File: src/rtl/switch_box_config_loader_pkg.sv
// Shared types and helpers for the switch box configuration loader.
// Elaborated once regardless of SWITCH_BOX_CONFIG_LOADER_PARITY_EN; CHECK is simply unused without it.
package switch_box_cfg_pkg;

    typedef enum logic [1:0] {
        IDLE   = 2'd0,
        LOAD   = 2'd1,
        CHECK  = 2'd2,
        COMMIT = 2'd3
    } state_t;

    // Width of a counter addressing n chunks; never narrower than one bit.
    function automatic int index_width(input int n);
        return (n > 1) ? $clog2(n) : 1;
    endfunction

    localparam int TRACK_BITS      = 8;
    localparam int DEFAULT_IN_W    = 8;
    localparam int CHUNK_PER_TRACK = TRACK_BITS / DEFAULT_IN_W;

endpackage

File: src/rtl/switch_box_config_loader.sv
// Assembles a CONF_WIDTH-bit switch box frame from IN_W-bit valid/ready chunks and commits it with cset.
// Optional parity chunk check enabled by defining SWITCH_BOX_CONFIG_LOADER_PARITY_EN.
module switch_box_config_loader
    import switch_box_cfg_pkg::*;
#(
    parameter int W          = 8,
    parameter int CONF_WIDTH = 8 * W,
    parameter int IN_W       = 8
) (
    input  logic                  clk,
    input  logic                  rst,
    input  logic                  cfg_valid,
    output logic                  cfg_ready,
    input  logic [IN_W-1:0]       cfg_data,
    input  logic                  cfg_start,
    output logic [CONF_WIDTH-1:0] c,
    output logic                  cset,
    output logic                  busy,
    output logic                  err
);

    localparam int NUM_CHUNKS = CONF_WIDTH / IN_W;
    localparam int IW         = index_width(NUM_CHUNKS);

    if ((CONF_WIDTH % IN_W) != 0) begin : g_bad_chunk_width
        $error("CONF_WIDTH must be a multiple of IN_W");
    end

`ifdef SWITCH_BOX_CONFIG_LOADER_PARITY_EN
    localparam state_t LAST_STATE = CHECK;
`else
    localparam state_t LAST_STATE = COMMIT;
`endif

    state_t          state, state_next;
    logic [IW-1:0]   index, index_next;
    logic [IW-1:0]   store_idx;
    logic            store;
    logic            err_next;
    logic            accept;

    assign cfg_ready = (state != COMMIT);
    assign accept    = cfg_valid && cfg_ready;
    assign cset      = (state == COMMIT);
    assign busy      = (state != IDLE);

`ifdef SWITCH_BOX_CONFIG_LOADER_PARITY_EN
    logic parity;
`endif

    // NOTE: every output of this block gets a default first so no path leaves a latch behind.
    always_comb begin
        state_next = state;
        index_next = index;
        err_next   = err;
        store      = 1'b0;
        store_idx  = index;

        if (accept && cfg_start) begin
            // A start chunk always (re)opens a frame, from IDLE, LOAD or CHECK alike.
            store     = 1'b1;
            store_idx = '0;
            if (NUM_CHUNKS == 1) begin
                index_next = '0;
                state_next = LAST_STATE;
            end else begin
                index_next = IW'(1);
                state_next = LOAD;
            end
        end else if (accept) begin
            case (state)
                IDLE: begin
                    err_next = 1'b1;
                end
                LOAD: begin
                    store = 1'b1;
                    if (index == IW'(NUM_CHUNKS - 1)) begin
                        index_next = '0;
                        state_next = LAST_STATE;
                    end else begin
                        index_next = index + IW'(1);
                    end
                end
`ifdef SWITCH_BOX_CONFIG_LOADER_PARITY_EN
                CHECK: begin
                    if (cfg_data[0] == parity) begin
                        state_next = COMMIT;
                    end else begin
                        err_next   = 1'b1;
                        state_next = IDLE;
                    end
                end
`endif
                default: state_next = IDLE;
            endcase
        end else if (state == COMMIT) begin
            state_next = IDLE;
        end
    end

    // NOTE: state is updated with non-blocking assignments so every flop samples pre-edge values.
    always_ff @(posedge clk) begin
        if (rst) begin
            state <= IDLE;
            index <= '0;
            c     <= '0;
            err   <= 1'b0;
        end else begin
            state <= state_next;
            index <= index_next;
            err   <= err_next;
            if (store) begin
                c[int'(store_idx) * IN_W +: IN_W] <= cfg_data;
            end
        end
    end

`ifdef SWITCH_BOX_CONFIG_LOADER_PARITY_EN
    // Running XOR of the frame; a start chunk restarts it from that chunk alone.
    always_ff @(posedge clk) begin
        if (rst) begin
            parity <= 1'b0;
        end else if (store) begin
            parity <= (store_idx == '0) ? (^cfg_data) : (parity ^ (^cfg_data));
        end
    end
`endif

endmodule

File: config.mk
export PLATFORM = sky130hd
export DESIGN_NAME = switch_box_config_loader
export DESIGN_NICKNAME = d
export VERILOG_FILES = /design/src/rtl/switch_box_config_loader_pkg.sv /design/src/rtl/switch_box_config_loader.sv
export SDC_FILE = /design/constraint.sdc
export NUM_CORES = 1
export LEC_CHECK = 0
export CORE_MARGIN = 1
export CORE_UTILIZATION = 38
export CTS_CLUSTER_DIAMETER = 100
export DETAILED_ROUTE_END_ITERATION = 8
export GPL_TIMING_DRIVEN = 0
export HOLD_SLACK_MARGIN = 0.1
export PLACE_DENSITY_LB_ADDON = 0.12
export SLEW_MARGIN = 10
export SYNTH_ARGS = -nofsm -noshare
export SYNTH_HDL_FRONTEND = slang
export SYNTH_SLANG_ARGS = --single-unit
File: constraint.sdc
create_clock -name clk -period 5.1 [get_ports clk]
set_clock_uncertainty 0.15 [all_clocks]
set_input_delay 0.51 -clock clk [delete_from_list [all_inputs] [get_ports clk]]
set_output_delay 0.51 -clock clk [all_outputs]
set_load 0.01 [all_outputs]
==> run_results.csv, run 1 <==
group,metric,value,unit
outcome,outcome,"finished, final reports clean",
grt,grt-ovfl-total,0,
synthesis,synthCells,292,
worst_setup_path,arrival,3.28,ns
floorplanning,die-area,8043,um^2
drt,totalWireLength,7.678,mm
layout,area_growth,38.50,%
clocking,clk_path_buf_depth,2,
hold_path,worst_hold_path_type,"flip-flop to flip-flop",
worst_setup_path,cp_max_fo,11,
synthesis,synth-seq-cells,70,
floorplanning,coreArea,7331,um^2
drt,drtPass1Iterations,4,
drt,route.detailed.drc,0,
worst_setup_path,setup.worst_path.start,"cfg_valid",
place,postPlaceCellArea,3826,um^2
worst_setup_path,required,5.15,ns
sta,drv_slew,0,
layout,ff_latch_area,1401,um^2
drt,post_drt_wl_per_cell,15.83,um
sta,setup_tns,0,ns
layout,mostFrequentLayoutCells,"clkdlybuf4s50_1 (78), dfxtp_1 (70), nor2_1 (40)",
power_and_ir_drop,powerDensity,282.9,nW/um^2
floorplanning,io_pins,80,
floorplanning,die_y,89.68,um
worst_setup_path,crit_end,"c[3]",
sta,layout_min_cycle_time,3.228,ns
clocking,worstSkewPairLatency,0.34,ns
layout,final_layout_size_suffix_gt1_frac,0.09067,
place,io_buffers,78,
grt,grt_max_degree,14,
synthesis,ys_warn_count,0,
place,place_hpwl,5.392,mm
clocking,cts_tree,"built",
grt,grt_pass1_vias,2229,
layout,layout_commonest_cell,"clkdlybuf4s50_1",
layout,fill_cells,672,
worst_setup_path,cp-end-kind,"flip-flop",
clocking,cts_buffers,9,
sta,fin_hold_ws,0.3118,ns
worst_setup_path,reg2reg_slack,2.14,ns
sta,worst_pin_slew,0.7427,ns
sta,rsz0062_at_grt,"no",
drt,via_per_inst,5.099,
clocking,postCtsHoldBufs,0,
floorplanning,start_util,0.3985,
power_and_ir_drop,p_leak,0.001646,uW
sta,finalHoldViolations,0,
job,cap_violations,0,
synthesis,synthesis.nets,309,
clocking,htreeDepth,3,
clocking,cts.sinks,70,
grt,track_usage,0.1979,
synthesis,ys_seq_area_frac,0.4797,
worst_setup_path,regToRegStartpoint,"state[0]",
drt,initialDrtViolationCount,99,
layout,multi_input_area,1414,um^2
hold_path,min_path_cells,2,
sta,fmax,309.8,MHz
layout,layout.nets,398,
clocking,cts_setup_buffers,0,
synthesis,synth.distinct_cells,39,
drt,num_vias,2473,
grt,grt_pass1_wl,11.63,mm
power_and_ir_drop,vdd_drop_max,0.1172,mV
worst_setup_path,r2r_cells,11,
clocking,clock-root-buffer,"clkbuf_8",
place,gp_congestion,0.7466,
worst_setup_path,path_class,"primary input to flip-flop",
floorplanning,rows,31,
synthesis,syn_area_per_cell,10.01,um^2
worst_setup_path,critical_path.startpoint_type,"primary input",
worst_setup_path,r2r-end,"c[3]",
drt,ant_nets,0,
layout,final_area,4046,um^2
clocking,cts.repair.resized,0,
power_and_ir_drop,power,1145,uW
sta,setup_viol_count_final,0,
floorplanning,die_x,89.68,um
grt,antenna_found_initial,0,
clocking,clk_pin_slew,0.07,ns
sta,period_share,0.6330,
layout,antenna_cells,0,
sta,relSlewSlack,0.5044,
synthesis,syn_area,2922,um^2
-- sequential cells by signal, summed over array words and instances (netlist names) --
register and count:
c 64, err 1, index 3, state 2
-- where the power goes --
part           internal [uW]  switching (uW)  total [uW]
combinational           37.8            57.4        95.2
sequential               551            4.09         556
clock                    277             217         494
total                    866             279        1140
-- how the worst min path moves through the flow --
stage	start	to	slack [ns]
after floorplan	c[22]	c[22]	0.33
after global placement	c[19]	c[19]	0.29
after detailed placement	c[19]	c[19]	0.30
after CTS	c[23]	c[23]	0.31
after global routing	c[21]	c[21]	0.33
final	c[19]	c[19]	0.31
-- area by class of cell --
type | count | area share
repair buffers | 78 | 0.1929
multi-input cells | 204 | 0.3494
flip-flops and latches | 70 | 0.3463
inverters | 2 | 0.001855
clock inverters | 7 | 0.02381
clock buffers | 9 | 0.03061
well taps | 99 | 0.03061
plain buffers | 16 | 0.02443
-- cell usage after synthesis (all sizes together) --
cell type | instances | area (um^2)
o32ai | 1 | 16.27
nor3b | 3 | 22.52
inv | 2 | 7.510
nor3 | 2 | 10.01
nand3b | 26 | 198.9
nand2b | 6 | 37.54
nor2 | 40 | 150.1
mux2i | 34 | 340.3
nand3 | 4 | 35.03
nor2b | 2 | 12.51
or2 | 1 | 6.260
or3 | 1 | 6.260
o21ai | 9 | 45.04
a31oi | 1 | 6.260
o2111ai | 3 | 43.80
dfxtp | 70 | 1401
or2b | 2 | 15.01
and4bb | 1 | 12.51
o211ai | 1 | 21.27
nand4b | 1 | 8.760
buf | 9 | 68.81
ha | 5 | 62.56
o2111a | 2 | 22.52
and2 | 1 | 6.260
and2b | 2 | 16.27
nand4 | 8 | 50.05
o32a | 1 | 10.01
nand2 | 14 | 52.55
a21oi | 17 | 85.08
clkbuf | 7 | 30.03
o31ai | 16 | 120.1
-- cells by family after synthesis --
| group | synth area share |
|---|---|
| fa+ha+maj | 0.02141 |
| flops | 0.4797 |
| buf+inv | 0.03640 |
| simple gates | 0.2193 |
| compound gates | 0.1268 |
| mux | 0.1165 |
-- per-stage QoR --
| step | utilization | instances | setup WS (ns) |
|---|---|---|---|
| CTS | 0.5520 | 485 | 1.921 |
| global route | 0.5520 | 485 | 1.641 |
| floorplan | - | 292 | 2.487 |
| detailed placement | 0.5219 | 469 | 1.578 |
| finish | 0.5520 | 485 | 1.872 |
| global placement | 0.5219 | 469 | 1.637 |
-- worst max-delay path, stage by stage --
cell and delay, ns:
clkdlybuf4s50_1 0.60, nand2_1 0.18, o21ai_1 0.19, buf_4 0.22, ha_1 0.18, ha_1 0.28, nor2_1 0.19, buf_2 0.25
o2111ai_1 0.31, o21ai_0 0.28, a21oi_1 0.09
-- layer usage --
layer,vias up,routed length (um),GRT usage
met5,-,0,0
met4,0,53,0.07937
met3,6,376,0.03473
met2,62,3652,0.3161
met1,1173,3595,0.2652
li1,1232,-,-
No activity file was read; power rests on OpenSTA's default activity.
==> run 2: changes to the inputs <==
==> constraint.sdc (replaced) <==
create_clock -name clk -period 2.7 [get_ports clk]
set_clock_uncertainty 0.15 [all_clocks]
set_input_delay 0.27 -clock clk [delete_from_list [all_inputs] [get_ports clk]]
set_output_delay 0.27 -clock clk [all_outputs]
set_load 0.01 [all_outputs]
==> run 2 against run 1 <==
  * Flip-flop and latch count stayed put
  * Hold slack got worse by 0.095 ns
  * Largest cell class unchanged
  * Critical path type unchanged
  * First-iteration DRC count down 18%
  * Core utilization up 0.96 points
  * Global-route usage grew 0.19 points
  * Final cell count stayed put
  * Critical endpoint is now c[1]
==> run_results.csv, run 2 (same netlist as run 1, synthesis figures left out) <==
group,metric,value,unit
outcome,outcome,"finished, final reports clean",
sta,drv_slew,0,
drt,num_vias,2484,
power_and_ir_drop,power,2181,uW
drt,initialDrtViolationCount,81,
layout,regMostFlops,"c",
clocking,clk_pin_slew,0.08,ns
drt,totalWireLength,7.719,mm
drt,route.detailed.drc,0,
floorplanning,die_x,89.68,um
clocking,cts_tree,"built",
drt,via_per_inst,5.122,
power_and_ir_drop,vdd_drop_max,0.2211,mV
worst_setup_path,path_cells,"clkdlybuf4s50_1 > nand2_2 > o21ai_2 > buf_6 > ha_1 > ha_2 > nor2_1 > buf_6 > o2111ai_4 > o21ai_0 > a21oi_1",
layout,final_layout_size_suffix_gt1_frac,0.1218,
grt,track_usage,0.1998,
drt,ant_nets,0,
worst_setup_path,cp_max_fo,11,
clocking,cts_buffers,9,
place,place_hpwl,5.392,mm
worst_setup_path,cp_slowest_cell,"clkdlybuf4s50_1",
layout,layout.nets,398,
floorplanning,die_y,89.68,um
floorplanning,start_util,0.3985,
layout,area_growth,40.90,%
sta,fmax,387.5,MHz
clocking,cts.sinks,70,
layout,reg_top3,"c x64, index x3, state x2",
sta,setup_viol_count_final,0,
worst_setup_path,arrival,2.63,ns
sta,finalHoldViolations,0,
grt,grt_pass1_vias,2265,
power_and_ir_drop,p_leak,0.001642,uW
clocking,clk_path_buf_depth,2,
worst_setup_path,critical_path.startpoint_type,"primary input",
job,cap_violations,0,
sta,layout_min_cycle_time,2.581,ns
grt,antenna_found_initial,0,
worst_setup_path,required,2.75,ns
sta,fin_hold_ws,0.2164,ns
layout,antenna_cells,0,
clocking,clock-root-buffer,"clkbuf_8",
worst_setup_path,cpMostUsedCell,"buf_6",
floorplanning,io_pins,80,
place,gp_congestion,0.7466,
sta,period_share,0.9558,
hold_path,worst_hold_path_type,"primary input to flip-flop",
sta,relSlewSlack,0.6225,
floorplanning,rows,31,
power_and_ir_drop,powerDensity,529.7,nW/um^2
clocking,worstSkewPairLatency,0.34,ns
floorplanning,die-area,8043,um^2
layout,layout_commonest_cell,"clkdlybuf4s50_1",
layout,mostFrequentLayoutCells,"clkdlybuf4s50_1 (77), dfxtp_1 (68), nor2_1 (40)",
clocking,cts_setup_buffers,0,
place,io_buffers,78,
sta,worst_pin_slew,0.5662,ns
worst_setup_path,cp-end-kind,"flip-flop",
grt,grt_pass1_wl,11.75,mm
worst_setup_path,path_class,"primary input to flip-flop",
drt,post_drt_wl_per_cell,15.92,um
grt,grt-ovfl-total,0,
layout,largest_reg_flops,64,
grt,grt_max_degree,14,
drt,drtPass1Iterations,4,
floorplanning,coreArea,7331,um^2
clocking,htreeDepth,3,
worst_setup_path,max_stage_delay,0.56,ns
place,pre_cts_slack,-0.5819,ns
sta,fin_ws,0.1193,ns
## run 2: cell count changes in the layout (fill, tap and decap cells not counted), sizes merged
cell,previous run,this run
dlygate4sd2,0,1
clkdlybuf4s50,78,77
## run 2: layer usage
metal / global-route usage / wire, um
met1: 0.2652 / 3640
met2: 0.3168 / 3578
met4: 0.08802 / 150
met5: 0 / 0
met3: 0.03748 / 350
## run 2: per-stage QoR
stage / utilization / setup TNS (ns) / cells / area, um^2
6_report: 0.5615 / 0 / 485 / 4116
5_1_grt: 0.5615 / -0.02443 / 485 / 4116
4_1_cts: 0.5573 / 0 / 485 / 4085
3_5_place_dp: 0.5219 / -23.21 / 469 / 3826
3_3_place_gp: 0.5219 / -21.48 / 469 / 3826
2_1_floorplan: - / 0 / 292 / 2922
## run 2: report_power, final
| part | internal, uW | switching, uW | total, uW |
|---|---|---|---|
| registers | 1040 | 8.51 | 1050 |
| clock network | 523 | 411 | 934 |
| logic | 79.3 | 117 | 196 |
## run 2: worst max-delay path: cells and delay by family
kind,cells,cell delay (ns)
buf+inv,3,0.92
compound gates,4,0.63
fa+ha+maj,2,0.47
simple gates,2,0.33
## run 2: final cells by class
type | instances | area [um^2]
clock buffers | 9 | 123.9
plain buffers | 16 | 108.9
repair buffers | 78 | 779.5
clock inverters | 7 | 96.34
multi-input cells | 204 | 1473
well taps | 99 | 123.9
flip-flops and latches | 70 | 1404
fillers | 669 | 3214
inverters | 2 | 7.507
## run 2: repair_timing
item	CTS	global route
setup endpoints to repair	34	56
pin swaps	0	1
gates resized for setup	8	17
hold buffers	0	0
## run 2: final timing paths
path | endpoint | slack [ns] | startpoint | cells past startpoint
hold / removal | index[0] | 0.22 | rst | 3
setup reg to reg | c[1] | 0.19 | state[0] | 11
hold reg to reg | c[19] | 0.31 | c[19] | 2
setup / recovery | c[1] | 0.12 | cfg_start | 11
==> run 3: changes to the inputs <==
--- a/config.mk
+++ b/config.mk
@@ -8,6 +8,7 @@
 export CORE_MARGIN = 1
 export CORE_UTILIZATION = 38
 export CTS_CLUSTER_DIAMETER = 100
+export CTS_CLUSTER_SIZE = 30
 export DETAILED_ROUTE_END_ITERATION = 8
 export GPL_TIMING_DRIVEN = 0
 export HOLD_SLACK_MARGIN = 0.1
==> results of run 3 <==
No change in the layout: final DEF, timing and power equal those of run 2.
